--- src/rtl/io_pkg.sv ---
// Shared definitions for the switch/LED board I/O stage.
// Provides the per-bit debounce state encoding and default sizing for the
// debounce counter. Imported by debounce_bit and sw_led_io_ctrl.
package io_pkg;

  // Debounce FSM encoding. Bit 1 doubles as the debounced level.
  localparam logic [1:0] ST_LO   = 2'd0;
  localparam logic [1:0] PEND_HI = 2'd1;
  localparam logic [1:0] ST_HI   = 2'd2;
  localparam logic [1:0] PEND_LO = 2'd3;

  localparam int unsigned DEB_CYCLES_DEF = 50000;
  localparam int unsigned CNT_W_DEF      = 16;

endpackage

--- src/rtl/debounce_bit.sv ---
// Single-bit debouncer operating on an already-synchronised input.
// A new level is accepted only after DEB_CYCLES consecutive samples agree;
// any reversal while pending returns to the previous stable state.
// Ports:
//   clk     system clock
//   rst_n   asynchronous active-low reset
//   d_sync  synchronised input sample
//   level   debounced level
//   rise    one-cycle pulse on an accepted 0->1 change
//   fall    one-cycle pulse on an accepted 1->0 change
module debounce_bit
  import io_pkg::*;
#(
  parameter int unsigned DEB_CYCLES = DEB_CYCLES_DEF,
  parameter int unsigned CNT_W      = CNT_W_DEF
) (
  input  logic clk,
  input  logic rst_n,
  input  logic d_sync,
  output logic level,
  output logic rise,
  output logic fall
);

  localparam logic [CNT_W-1:0] CntLast = CNT_W'(DEB_CYCLES - 1);

  logic [1:0]       state_q, state_d;
  logic [CNT_W-1:0] cnt_q, cnt_d;
  logic             rise_q, rise_d;
  logic             fall_q, fall_d;

  always_comb begin
    state_d = state_q;
    cnt_d   = cnt_q;
    rise_d  = 1'b0;
    fall_d  = 1'b0;
    case (state_q)
      ST_LO: begin
        if (d_sync) begin
          state_d = PEND_HI;
          cnt_d   = CNT_W'(1);
        end
      end
      PEND_HI: begin
        if (!d_sync) begin
          state_d = ST_LO;
          cnt_d   = '0;
        end else if (cnt_q == CntLast) begin
          // The DEB_CYCLES-th agreeing sample commits the new level.
          state_d = ST_HI;
          cnt_d   = '0;
          rise_d  = 1'b1;
        end else begin
          cnt_d = cnt_q + CNT_W'(1);
        end
      end
      ST_HI: begin
        if (!d_sync) begin
          state_d = PEND_LO;
          cnt_d   = CNT_W'(1);
        end
      end
      PEND_LO: begin
        if (d_sync) begin
          state_d = ST_HI;
          cnt_d   = '0;
        end else if (cnt_q == CntLast) begin
          state_d = ST_LO;
          cnt_d   = '0;
          fall_d  = 1'b1;
        end else begin
          cnt_d = cnt_q + CNT_W'(1);
        end
      end
    endcase
  end

  always_ff @(posedge clk or negedge rst_n) begin
    if (!rst_n) begin
      state_q <= ST_LO;
      cnt_q   <= '0;
      rise_q  <= 1'b0;
      fall_q  <= 1'b0;
    end else begin
      state_q <= state_d;
      cnt_q   <= cnt_d;
      rise_q  <= rise_d;
      fall_q  <= fall_d;
    end
  end

  // Level is 1 in ST_HI and PEND_LO, i.e. bit 1 of the encoding.
  assign level = state_q[1];
  assign rise  = rise_q;
  assign fall  = fall_q;

endmodule

--- src/rtl/sw_led_io_ctrl.sv ---
// Board-side I/O stage around the processor's SW input and LEDS output.
// Raw switches are 2-flop synchronised and debounced per bit, producing clean
// levels, one-cycle edge pulses and sticky event flags. The LED byte is
// registered before the pads.
// Optional feature macro LED_PWM_EN: adds pwm_duty and a free-running 8-bit
// counter that gates the LED pads (registered compare, LED latency 2 cycles).
// Ports:
//   clk, rst_n  clock and asynchronous active-low reset
//   sw_raw      raw asynchronous switch pins
//   sw_clean    debounced switch levels
//   sw_rise     per-bit pulse on debounced 0->1
//   sw_fall     per-bit pulse on debounced 1->0
//   evt_flag    sticky per-bit edge flags
//   evt_clr     per-bit flag clear
//   led_in      LED byte from the processor
//   led_pad     registered LED pad drive
//   pwm_duty    LED brightness duty (LED_PWM_EN only)
module sw_led_io_ctrl
  import io_pkg::*;
#(
  parameter int unsigned WIDTH      = 8,
  parameter int unsigned DEB_CYCLES = DEB_CYCLES_DEF,
  parameter int unsigned CNT_W      = CNT_W_DEF
) (
  input  logic             clk,
  input  logic             rst_n,
  input  logic [WIDTH-1:0] sw_raw,
  output logic [WIDTH-1:0] sw_clean,
  output logic [WIDTH-1:0] sw_rise,
  output logic [WIDTH-1:0] sw_fall,
  output logic [WIDTH-1:0] evt_flag,
  input  logic [WIDTH-1:0] evt_clr,
  input  logic [WIDTH-1:0] led_in,
`ifdef LED_PWM_EN
  input  logic [7:0]       pwm_duty,
`endif
  output logic [WIDTH-1:0] led_pad
);

  logic [WIDTH-1:0] s1_q, s2_q;
  logic [WIDTH-1:0] evt_flag_q, evt_flag_d;
  logic [WIDTH-1:0] led_pad_q;

  always_ff @(posedge clk or negedge rst_n) begin
    if (!rst_n) begin
      s1_q <= '0;
      s2_q <= '0;
    end else begin
      s1_q <= sw_raw;
      s2_q <= s1_q;
    end
  end

  for (genvar i = 0; i < WIDTH; i++) begin : g_deb
    debounce_bit #(
      .DEB_CYCLES(DEB_CYCLES),
      .CNT_W     (CNT_W)
    ) u_deb (
      .clk   (clk),
      .rst_n (rst_n),
      .d_sync(s2_q[i]),
      .level (sw_clean[i]),
      .rise  (sw_rise[i]),
      .fall  (sw_fall[i])
    );
  end

  // Set has priority over clear so an edge is never lost.
  always_comb begin
    evt_flag_d = (evt_flag_q & ~evt_clr) | sw_rise | sw_fall;
  end

  always_ff @(posedge clk or negedge rst_n) begin
    if (!rst_n) begin
      evt_flag_q <= '0;
    end else begin
      evt_flag_q <= evt_flag_d;
    end
  end

  assign evt_flag = evt_flag_q;

`ifdef LED_PWM_EN
  logic [7:0]       pwm_cnt_q;
  logic             pwm_on_q;
  logic [WIDTH-1:0] led_reg_q;

  always_ff @(posedge clk or negedge rst_n) begin
    if (!rst_n) begin
      pwm_cnt_q <= '0;
      pwm_on_q  <= 1'b0;
      led_reg_q <= '0;
      led_pad_q <= '0;
    end else begin
      pwm_cnt_q <= pwm_cnt_q + 8'd1;
      pwm_on_q  <= (pwm_cnt_q < pwm_duty);
      led_reg_q <= led_in;
      led_pad_q <= led_reg_q & {WIDTH{pwm_on_q}};
    end
  end
`else
  always_ff @(posedge clk or negedge rst_n) begin
    if (!rst_n) begin
      led_pad_q <= '0;
    end else begin
      led_pad_q <= led_in;
    end
  end
`endif

  assign led_pad = led_pad_q;

endmodule

--- config.mk ---
export PLATFORM = sky130hd
export DESIGN_NAME = sw_led_io_ctrl
export DESIGN_NICKNAME = d
export VERILOG_FILES = /design/src/rtl/io_pkg.sv /design/src/rtl/debounce_bit.sv /design/src/rtl/sw_led_io_ctrl.sv
export SDC_FILE = /design/constraint.sdc
export NUM_CORES = 1
export LEC_CHECK = 0
export CORE_MARGIN = 4
export CORE_UTILIZATION = 50
export CTS_BUF_LIST = sky130_fd_sc_hd__clkbuf_4
export DETAILED_ROUTE_END_ITERATION = 8
export PLACE_DENSITY = 0.81
export SYNTH_ARGS = -nofsm -noshare
export SYNTH_HDL_FRONTEND = slang
export SYNTH_SLANG_ARGS = --single-unit
--- constraint.sdc ---
create_clock -name clk -period 3.7 [get_ports clk]
set_input_delay 0.555 -clock clk [delete_from_list [all_inputs] [get_ports clk]]
set_output_delay 0.555 -clock clk [all_outputs]
set_load 0.005 [all_outputs]
* Word-level counts from Yosys, hierarchy flattened
Index checks and enable logic that the tools add are counted.
** Storage, ports and cells
- Flip-flop bits (word level) :: 192
- Bits in latches :: 0
- Memory bits (writable) :: 0
- Memory bits (read-only) :: 0
- Bits of input ports :: 26
- Output and inout bits :: 40
- Logic and storage cells :: 280
- Memories :: 0
** Operators by class
- Add/subtract/negate cells :: 8
- Multipliers :: 0
- Divide/modulo/power cells :: 0
- Order comparisons :: 0
- Eq/ne operators :: 64
- Shift-type cells :: 0
- Mux-type cells :: 144
- Bitwise gates (word level) :: 4
- Reduce and logical (&&, ||, !) cells :: 24
** Operator list (number)
- $mux 16 :: 40
- $pmux 16 s4 :: 8
- $add 16x1->16 const B :: 8
- $eq 16x16->1 const B :: 8
- $mux 2 :: 48
- $pmux 2 s4 :: 8
- $ne 3x2->1 const B :: 16
- $mux 1 :: 40
- $eq 2x2->1 const B :: 16
- $ne 2x2->1 const B :: 16
- $reduce_and 4->1 :: 8
- $eq 2x1->1 const B :: 8
- $logic_not 2->1 :: 8
- $or 8x8->8 :: 2
- $reduce_and 2->1 :: 8
- $and 8x8->8 :: 1
- $not 8->8 :: 1

* Logic depth before layout (Yosys ltp)
Gate-level depths: netlist (run 1).
- Depth in word-level cells :: 4
- Gate-level depth with buffers :: 8
- Mapped depth without buffers :: 6

* Hierarchy
From an unflattened synthesis (run 1), not the netlist that was laid out.
** Second synthesis, totals
- Cell total of the unflattened synthesis :: 982
- Area, all modules :: 9950.8 um2
** Modules (own cells, without submodules)
- debounce_bit (g_deb[0].u_deb ...) :: instances 6, cells each 115, area each 1134.8 um2, sequential area each 500.5 um2
- debounce_bit (g_deb[2].u_deb) :: instances 1, cells each 124, area each 1172.4 um2, sequential area each 500.5 um2
- debounce_bit (g_deb[7].u_deb) :: instances 1, cells each 112, area each 1068.5 um2, sequential area each 500.5 um2
- sw_led_io_ctrl :: instances 1, cells each 56, area each 900.9 um2, sequential area each 800.8 um2

* Worst setup path after synthesis (run 1)
No wires, ideal clock.
- Path kind :: register -> register
- Start :: register g_deb[4].u_deb.cnt_q[0]
- End :: register g_deb[4].u_deb.cnt_q[11]
- Library setup time :: 82 ps
- Data arrival time :: 1908 ps
- Data required time :: 3618 ps
- Slack :: 1710 ps
- Stages on the path, launching flop included :: 9
- Buffers on the path :: 2
- Clock period less this slack :: 1990 ps
- Path through :: dfrtp_1 -> ha_1 -> and3_1 -> and4_1 -> buf_2 -> nor2_1 -> buf_2 -> nand2_1 -> a31oi_1
** Between the ends
- Word-level cells in the longest chain between the ends :: 4
- Elaborated cells between the ends (all ways) :: 6
- Those cells by class :: add/sub: 1; eq/ne: 1; mux: 4
** Ends and longest elaborated chain
- start: declaration :: line debounce_bit.sv:28 : logic [CNT_W-1:0] cnt_q, cnt_d;
- start signal: assignment :: line debounce_bit.sv:86 : cnt_q <= cnt_d;
- $add 16x1->16 / $eq 16x16->1 (equally long branches)
- $mux 16 * :: line debounce_bit.sv:48, debounce_bit.sv:67
- $mux 16 (on tied branches) :: line debounce_bit.sv:64, debounce_bit.sv:45
- $pmux 16 s4 * :: line debounce_bit.sv:37 : case (state_q)
Mark *: on every way between the ends. The rest lies on a longest branch, timed or not.
A chain may end at the register's enable or synchronous reset.

* Worst setup path in the final report (run 1)
- Start :: register g_deb[1].u_deb.cnt_q[0]
- End :: register g_deb[1].u_deb.cnt_q[11]
** Between the ends
- Word-level cells in the longest chain between the ends :: 4
- Elaborated cells between the ends (all ways) :: 6
- Those cells by class :: add/sub: 1; eq/ne: 1; mux: 4
** Ends and longest elaborated chain (line)
- start: declaration :: debounce_bit.sv:28
- start signal: assignment :: debounce_bit.sv:86
- $add 16x1->16 / $eq 16x16->1 (equally long branches)
- $mux 16 * :: debounce_bit.sv:48, debounce_bit.sv:67
- $mux 16 (on tied branches) :: debounce_bit.sv:64, debounce_bit.sv:45
- $pmux 16 s4 * :: debounce_bit.sv:37
Marked as above.

==> metrics, run 1 <==
Avg Cell Area, Syn 9.66 um^2; initial antenna violation count 1; height of the die ~150 um; DR vias 7549; Die W 146 um; final cell count without fillers 1263; mapped cell area approximately 9500 um^2; first-pass GRT wire length 32600 um; Worst Skew 0.0192 ns; Post-CTS Setup Bufs 0; GR Overflow Total 0; Syn Inst Count 981; die area 21200 um^2; Startpoint Class flip-flop; HP Class flip-flop to flip-flop; vias in the first global route 6960; Final HPWL DP 12700 um; Worst-Skew Late Latency 0.60 ns; final WL 18800 um; Initial Utilization roughly half; fin. max-slew vios 0; average wire per standard cell between 10 and 15 um; Inserted Clock Buffers 17; sequential area share after synthesis 50.7%; YS warnings 0; DRT iter0 DRCs a little under 600; status complete, no violations; largest net degree at the start of global routing 85; maximum VDD drop a little over 0.2 mV; GRT Util Overall 18.0%; setup TNS 0 ns; Required @ worst endpoint between 4 and 5 ns; post-CTS sizing 0; Worst EP arrival 3.02 ns; register bit total from synthesis ~190; critical path type flip-flop to flip-flop; Ports 66; Final Critical Period between 2 and 3 ns; Post-CTS Hold Buffers 1; clock tree sinks 192; nets@finish 1049; Post-synth EDFFs 0; synthesized net count 1015; Post-route DRC 0; IO Port Bufs 65; Worst-path clk slew 0.15 ns; worst-path fanout max 20; Rows 50; final period utilization between 60 and 70%; Distinct cells, synth 61; CTS tree done; Hold Fails Final Rpt 0; RSZ-0062 raised after global routing no; f_max 399 MHz; most frequent cells in the layout 192 x dfrtp_1, 105 x nand2_1, 75 x a31oi_1; Pleak about 0.0043 uW; RePlAce Congestion around 0.85; Slew Limit Headroom 18.8%; total of max-cap violations 0; # setup viols final 0; Via density roughly 6.0; drt pass-1 iters 5; commonest non-fill, non-tap cell in the layout dfrtp_1; antenna-violating nets left 0; power per standard cell area 359 nW/um^2; Worst Tran Pin Value 1.21 ns; deepest clock path buffer count 2; CTS H-tree depth 4; Min Hold Slack 0.368 ns; clock root buffer clkbuf_4; CP endpoint kind flip-flop; Primary FF master, synth dfrtp_1; share of synthesized registers carrying an async set or reset 100%; fraction of layout instances using a drive strength above 1 roughly 6.6%; Synth-to-Final Area Change 10.3%; placed insts about 1200; core area about 19000 um^2
==> worst max-delay path, stage by stage (launching register included) <==
cell,delay [ns]
dfrtp_1,0.45
ha_1,0.24
nand3_1,0.24
nor4_4,0.10
nor2_1,0.93
a41oi_1,0.23
a31oi_1,0.22
==> metrics by stage <==
| step | total power [uW] | util [%] | setup WS, ns | area (um^2) |
|---|---|---|---|---|
| finish | 3750 | 56.0 | 1.19 | 10400 |
| global route | 3930 | 56.0 | 0.983 | 10400 |
| CTS | 3800 | 56.0 | 1.25 | 10400 |
| detailed placement | 2580 | 54.3 | 1.27 | 10100 |
| global placement | 2560 | 54.3 | 1.41 | 10100 |
| floorplan | 2440 | - | 1.71 | 9470 |
==> worst paths after layout <==
kind	cells after the start	endpoint	slack [ns]	from
max in group asynchronous	3	g_deb[6].u_deb.cnt_q[2]$_DFFE_PN0P_	2.31	rst_n
min in group asynchronous	2	led_pad[4]$_DFF_PN0_	0.50	rst_n
setup / recovery	6	g_deb[1].u_deb.cnt_q[11]$_DFFE_PN0P_	1.19	g_deb[1].u_deb.cnt_q[0]$_DFFE_PN0P_
setup reg to reg	6	g_deb[1].u_deb.cnt_q[11]$_DFFE_PN0P_	1.19	g_deb[1].u_deb.cnt_q[0]$_DFFE_PN0P_
hold / removal	0	s2_q[2]$_DFF_PN0_	0.37	s1_q[2]$_DFF_PN0_
hold reg to reg	0	s2_q[2]$_DFF_PN0_	0.37	s1_q[2]$_DFF_PN0_
==> layer usage <==
metal / vias to the layer above / global-route usage [%] / routed length (um)
met3: 23 / 3.21 / 875
met1: 3655 / 25.7 / 8880
met2: 188 / 28.1 / 8790
met4: 0 / 5.94 / 254
li1: 3683 / - / -
met5: - / 0 / 0
==> kinds of logic after synthesis <==
group | synth area share, %
AO/OA/AOI/OAI | 16.8
XOR/XNOR | 0.832
adder cells (fa/ha/maj) | 1.06
buffers and inverters | 4.83
flip-flops | 50.7
multiplexers | 1.48
AND/OR/NAND/NOR | 24.3
==> cells in the mapped netlist (6+ instances only) <==
library cell / number / area, um^2
a31oi_1: 75 / 469
mux2_1: 6 / 67.6
buf_4: 24 / 180
and2_1: 12 / 75.1
a21oi_1: 66 / 330
nor3b_1: 16 / 120
and3_1: 14 / 87.6
buf_2: 15 / 75.1
o21ai_0: 51 / 255
or2_2: 11 / 68.8
nand2_1: 105 / 394
o21ai_1: 15 / 75.1
a22o_1: 13 / 114
a41oi_1: 12 / 105
and4_1: 7 / 61.3
inv_1: 31 / 116
or3_1: 18 / 113
ha_1: 8 / 100
nand4_1: 23 / 144
xor2_1: 8 / 70.1
nand3_1: 64 / 320
nor4_4: 8 / 170
nor2_1: 70 / 263
nor3_1: 20 / 100
clkbuf_1: 9 / 33.8
dfrtp_1: 192 / 4800
==> sequential cells by signal, indices dropped and copies added (netlist names), named ones only <==
signal and cells:
g_deb.u_deb.state_q 8, g_deb.u_deb.rise 8, g_deb.u_deb.cnt_q 128, led_pad 8, s2_q 8, g_deb.u_deb.fall 8, s1_q 8, evt_flag 8
==> layout make-up <==
| class | instances | area [um^2] |
|---|---|---|
| fill | 1606 | 8190 |
| sequential | 192 | 4800 |
| multi-input combinational | 702 | 4210 |
| timing repair buffer | 71 | 714 |
| tap | 234 | 293 |
| clock inverter | 12 | 158 |
| clock buffer | 20 | 150 |
| inverter | 31 | 116 |
| antenna | 1 | 2.50 |
==> report_power, final <==
group / internal (uW) / switching (uW)
sequential: 2170 / 78.7
clock: 497 / 722
combinational: 117 / 173
Power figures use the tool's default switching activity.
==> run 2, diff against run 1 <==
==> constraint.sdc (replaced) <==
create_clock -name clk -period 2.35 [get_ports clk]
set_input_delay 0.3525 -clock clk [delete_from_list [all_inputs] [get_ports clk]]
set_output_delay 0.3525 -clock clk [all_outputs]
set_load 0.005 [all_outputs]
==> run 2 against run 1 <==
Effect of this change:
- first-iteration DRC count fell by 6.1%
- core utilization rose by 0.66 points
- critical path depth fell by 1
==> metrics, run 2 (synthesis gave the netlist of run 1 again) <==
largest net degree at the start of global routing 65 (was 85); Ports 66 (unchanged); worst-path fanout max 21 (was 20); nets@finish 1070 (was 1049); initial antenna violation count 1 (unchanged); Pleak 0.00436 uW (was 0.00427 uW); Slew Limit Headroom 45.2% (was 18.8%); Hold Fails Final Rpt 0 (unchanged); Final HPWL DP 13100 um (was 12700 um); drt pass-1 iters 5 (unchanged); placed insts 1250 (was 1229); first-pass GRT wire length 33100 um (was 32600 um); commonest non-fill, non-tap cell in the layout dfrtp_1 (unchanged); DRT iter0 DRCs 551 (was 587); power per standard cell area 530 nW/um^2 (was 359 nW/um^2); Worst EP arrival 2.67 ns (was 3.02 ns); setup TNS 0 ns (unchanged); Worst-Skew Late Latency 0.58 ns (was 0.60 ns); CTS H-tree depth 4 (unchanged); Area after DPL 10300 um^2 (was 10100 um^2); fraction of layout instances using a drive strength above 1 8.58% (was 6.61%); FF/Latch Area 4800 um^2 (unchanged); CP max-delay cell or4_4 (was nor2_1); DR vias 7576 (was 7549); clock root buffer clkbuf_4 (unchanged); Util after Layout 56.7% (was 56.0%); GRT Util Overall 18.2% (was 18.0%); Buf/Inv on CP 0 (unchanged); HP Class primary input to flip-flop (was flip-flop to flip-flop); average wire per standard cell 14.7 um (was 14.9 um); Post-route DRC 0 (unchanged); area of the multi-input gates 4220 um^2 (was 4210 um^2); Rows 50 (unchanged); total of max-cap violations 0 (unchanged); critical path type flip-flop to flip-flop (unchanged); Worst Tran Pin Value 0.821 ns (was 1.21 ns); Via density 5.90 (was 5.98); maximum VDD drop 0.280 mV (was 0.202 mV); Post-Layout Inst Area 10600 um^2 (was 10400 um^2); deepest clock path buffer count 2 (unchanged); critical path, cell by cell or4_4 > nor4_4 > nor2_2 > a21o_1 > a22o_1 (was ha_1 > nand3_1 > nor4_4 > nor2_1 > a41oi_1 > a31oi_1); f_max 460 MHz (was 399 MHz); Required @ worst endpoint 2.85 ns (was 4.21 ns); die area 21200 um^2 (unchanged); antenna-violating nets left 0 (unchanged); core area 18600 um^2 (unchanged); GR Overflow Total 0 (unchanged); fin. max-slew vios 0 (unchanged); Die W 146 um (unchanged); Post-CTS Setup Bufs 0 (unchanged); Worst Skew 0.0201 ns (was 0.0192 ns); final WL 18900 um (was 18800 um); PnR Total Power 5600 uW (was 3750 uW); final period utilization 92.6% (was 67.7%); Synth-to-Final Area Change 11.6% (was 10.3%); IO Port Bufs 65 (unchanged); Reg with most FFs g_deb.u_deb.cnt_q (unchanged); status complete, no violations (unchanged); # setup viols final 0 (unchanged); Worst-path clk slew 0.16 ns (was 0.15 ns); Final Critical Period 2.18 ns (was 2.51 ns); Initial Utilization 50.8% (unchanged); Inserted Clock Buffers 17 (unchanged); clock tree sinks 192 (unchanged); CP endpoint kind flip-flop (unchanged); CTS tree done (unchanged); CP delay by family, top simple AND/OR/NAND/NOR gates (unchanged); worst stage delay on the critical path 0.54 ns (was 0.93 ns); vias in the first global route 7017 (was 6960); fill cell count 1622 (was 1606); RePlAce Congestion 0.848 (was 0.849); Startpoint Class flip-flop (unchanged); final cell count without fillers 1284 (was 1263); most frequent cells in the layout 192 x dfrtp_1, 105 x nand2_1, 75 x a31oi_1 (unchanged); height of the die 146 um (unchanged); Largest register FFs 128 (unchanged)
run 2: area by class of cell:
class	count	share of cell area (%)
Clock buffer	17	1.21
Clock inverter	15	1.04
Inverter	31	1.10
Tap cell	234	2.77
Timing Repair Buffer	92	8.49
Antenna cell	1	0.0237
Multi-Input combinational cell	702	39.9
Sequential cell	192	45.4
run 2: timing repair:
action                                  in CTS  in global routing
pin swaps                                    0                  0
hold buffers                                 1                  0
resized for setup                            1                  3
endpoints found under the hold margin       61                  0
endpoints found under the setup margin       1                 20
run 2: final timing paths:
kind                                                           start                                    to  slack [ns]  cells after the start
worst max-delay path            g_deb[2].u_deb.cnt_q[11]$_DFFE_PN0P_   g_deb[2].u_deb.cnt_q[5]$_DFFE_PN0P_        0.17                      5
worst min-delay path                                       sw_raw[3]                     s1_q[3]$_DFF_PN0_        0.18                      1
worst max register to register  g_deb[2].u_deb.cnt_q[11]$_DFFE_PN0P_   g_deb[2].u_deb.cnt_q[5]$_DFFE_PN0P_        0.17                      5
worst min register to register                     s1_q[7]$_DFF_PN0_                     s2_q[7]$_DFF_PN0_        0.37                      0
max in group asynchronous                                      rst_n  g_deb[3].u_deb.cnt_q[15]$_DFFE_PN0P_        1.39                      3
min in group asynchronous                                      rst_n                  led_pad[4]$_DFF_PN0_        0.28                      2
run 2: per-layer routing:
metal | track usage, % | up-vias | share of wire (%)
li1 | - | 3734 | -
met1 | 26.1 | 3662 | 48
met2 | 28.1 | 160 | 47
met3 | 3.71 | 20 | 4.1
met4 | 5.84 | 0 | 1.3
met5 | 0 | - | 0
run 2: metrics by stage:
step           setup slack [ns]  hold slack, ns
2_1_floorplan             0.360          0.0569
3_3_place_gp             0.0527           0.332
3_5_place_dp            -0.0278           0.336
4_1_cts                   0.120           0.129
5_1_grt                -0.00299           0.115
6_report                  0.175           0.180
run 2: where the power goes:
part,leakage (uW),switching (uW),internal [uW]
clock,0.000132,1150,433
combinational,0.00165,278,202
sequential,0.00258,126,3410
total,0.00436,1560,4050
==> run 3, diff against run 2 <==
--- a/config.mk
+++ b/config.mk
@@ -5,6 +5,7 @@
 export SDC_FILE = /design/constraint.sdc
 export NUM_CORES = 1
 export LEC_CHECK = 0
+export CORE_ASPECT_RATIO = 0.75
 export CORE_MARGIN = 4
 export CORE_UTILIZATION = 50
 export CTS_BUF_LIST = sky130_fd_sc_hd__clkbuf_4
==> run 3 against run 2 <==
Effect of this change:
- sequential power about the same
- clock power increased by 3%
- hold slack improved by 0.0018 ns
- cell area increased by 0.27%
- combinational power decreased by 1%
- core utilization increased by 0.40 points
- global-route usage increased by 0.63 points
- die area increased by 0.10%
- sequential share of layout area decreased by 0.12 points
- critical endpoint is now g_deb[0].u_deb.cnt_q[13]$_DFFE_PN0P_
- highest routed layer unchanged
==> metrics, run 3 (synthesis gave the netlist of run 1 again) <==
fill cell count 1613 (was 1622); RSZ-0062 raised after global routing no; Post-CTS Setup Bufs 0 (unchanged); CP max-delay cell or4b_4 (was or4_4); Final Critical Period 2.25 ns (was 2.18 ns); Worst-path clk slew 0.15 ns (was 0.16 ns); CTS tree done (unchanged); hold path cells 1 (unchanged); Rows 43 (was 50); most frequent cells in the layout 192 x dfrtp_1, 105 x nand2_1, 75 x a31oi_1 (unchanged); die area 21200 um^2 (about the same); GR Overflow Total 0 (unchanged); deepest clock path buffer count 2 (unchanged); worst stage delay on the critical path 0.57 ns (was 0.54 ns); Pleak 0.00436 uW (about the same); CP delay by family, top simple AND/OR/NAND/NOR gates (unchanged); # setup viols final 0 (unchanged); commonest non-fill, non-tap cell in the layout dfrtp_1 (unchanged); Ports 66 (unchanged); drt pass-1 iters 6 (was 5); Required @ worst endpoint 2.84 ns (was 2.85 ns); clock root buffer clkbuf_4 (unchanged); Initial Utilization 51.0% (was 50.8%); nets@finish 1072 (was 1070); average wire per standard cell 14.8 um (was 14.7 um); Worst Tran Pin Value 0.775 ns (was 0.821 ns); GRT Util Overall 18.9% (was 18.2%); antenna cells 0 (was 1); Inserted Clock Buffers 17 (unchanged); area of the multi-input gates 4230 um^2 (was 4220 um^2); Die W 167 um (was 146 um); fraction of layout instances using a drive strength above 1 8.67% (was 8.58%); clock tree sinks 192 (unchanged); DR vias 7661 (was 7576); Reg with most FFs g_deb.u_deb.cnt_q (unchanged); total of max-cap violations 0 (unchanged); critical path, cell by cell or4b_4 > nor4_4 > or2_1 > o21ai_2 > a22o_1 (was or4_4 > nor4_4 > nor2_2 > a21o_1 > a22o_1); Largest register FFs 128 (unchanged); status complete, no violations (unchanged); Worst-Skew Late Latency 0.58 ns (about the same); CTS H-tree depth 4 (unchanged); maximum VDD drop 0.252 mV (was 0.280 mV); FF/Latch Area 4800 um^2 (unchanged); height of the die 127 um (was 146 um); f_max 444 MHz (was 460 MHz); largest net degree at the start of global routing 61 (was 65); critical path type flip-flop to flip-flop (unchanged); number of cells on the worst reg-to-reg path 5 (unchanged); Via density 5.91 (was 5.90); core area 18600 um^2 (about the same); Startpoint Class flip-flop (unchanged); vias in the first global route 7317 (was 7017); power per standard cell area 533 nW/um^2 (was 530 nW/um^2); Worst Skew 0.0166 ns (was 0.0201 ns); Final HPWL DP 13500 um (was 13100 um); setup TNS 0 ns (unchanged); first-pass GRT wire length 34100 um (was 33100 um); WP depth 5 (unchanged); antenna-violating nets left 0 (unchanged); worst-path fanout max 9 (was 21); RePlAce Congestion 0.884 (was 0.848); Post-route DRC 0 (unchanged); final period utilization 95.9% (was 92.6%); HP Class primary input to flip-flop (unchanged); PnR Total Power 5650 uW (was 5600 uW); Synth-to-Final Area Change 11.9% (was 11.6%); Worst EP arrival 2.74 ns (was 2.67 ns); Hold Fails Final Rpt 0 (unchanged); final WL 19200 um (was 18900 um); DRT iter0 DRCs 752 (was 551); CP endpoint kind flip-flop (unchanged); Slew Limit Headroom 48.3% (was 45.2%); Buf/Inv on CP 0 (unchanged); initial antenna violation count 0 (was 1); fin. max-slew vios 0 (unchanged); IO Port Bufs 65 (unchanged)
## run 3: cell count changes in the layout (fill, tap and decap cells not counted), sizes merged
| cell | previous run | this run |
|---|---|---|
| buf | 26 | 28 |
| bufinv | 0 | 1 |
| clkinvlp | 1 | 3 |
| inv | 37 | 33 |
| diode | 1 | 0 |
## run 3: what timing repair did
action | 4_1_cts | 5_1_grt
pin swaps | 0 | 0
gates resized for setup | 2 | 3
setup endpoints to repair | 2 | 15
hold endpoints to repair | 45 | 0
hold buffers | 1 | 0
## run 3: layer usage
| layer | wire [um] | up-vias | global-route usage (%) |
|---|---|---|---|
| met2 | 8440 | 182 | 28.6 |
| met1 | 9670 | 3724 | 27.7 |
| met5 | 0 | - | 0 |
| met3 | 892 | 25 | 4.36 |
| li1 | - | 3730 | - |
| met4 | 206 | 0 | 4.81 |
## run 3: through the flow
step / cells / util, % / hold slack (ns) / setup slack [ns] / instance area (um^2)
after global routing: 1297 / 57.1 / 0.0945 / 0.00191 / 10600
after floorplan: 981 / - / 0.0569 / 0.360 / 9470
after global placement: 1265 / 55.7 / 0.328 / 0.0566 / 10300
after CTS: 1297 / 57.1 / 0.134 / 0.0850 / 10600
after detailed placement: 1265 / 55.7 / 0.328 / 0.00896 / 10300
final: 1297 / 57.1 / 0.182 / 0.0970 / 10600
## run 3: worst reg2reg max path, stage by stage (launching register included)
cell	delay, ns
dfrtp_1	0.48
or4b_4	0.57
nor4_4	0.41
or2_1	0.36
o21ai_2	0.10
a22o_1	0.24
## run 3: cell type report
cell class              count  share of cell area (%)
flip-flops and latches    192                    45.3
multi-input cells         702                    39.9
repair buffers             94                    8.49
well taps                 247                    2.92
clock buffers              17                    1.20
clock inverters            14                    1.11
inverters                  31                    1.10
## run 3: path summary, 6_finish.rpt
path                                                          start                                    to  slack [ns]
worst max-delay path            g_deb[0].u_deb.cnt_q[4]$_DFFE_PN0P_  g_deb[0].u_deb.cnt_q[13]$_DFFE_PN0P_         0.1
worst min-delay path                                      sw_raw[7]                     s1_q[7]$_DFF_PN0_        0.18
worst max register to register  g_deb[0].u_deb.cnt_q[4]$_DFFE_PN0P_  g_deb[0].u_deb.cnt_q[13]$_DFFE_PN0P_         0.1
worst min register to register                    s1_q[4]$_DFF_PN0_                     s2_q[4]$_DFF_PN0_        0.37
max in group asynchronous                                     rst_n  g_deb[3].u_deb.cnt_q[15]$_DFFE_PN0P_        1.36
min in group asynchronous                                     rst_n   g_deb[1].u_deb.cnt_q[2]$_DFFE_PN0P_        0.25
## run 3: report_power, final
part	leakage (uW)	internal, uW	switching (uW)
registers	0.00258	3410	127
clock network	0.000127	514	1120
logic	0.00165	197	278
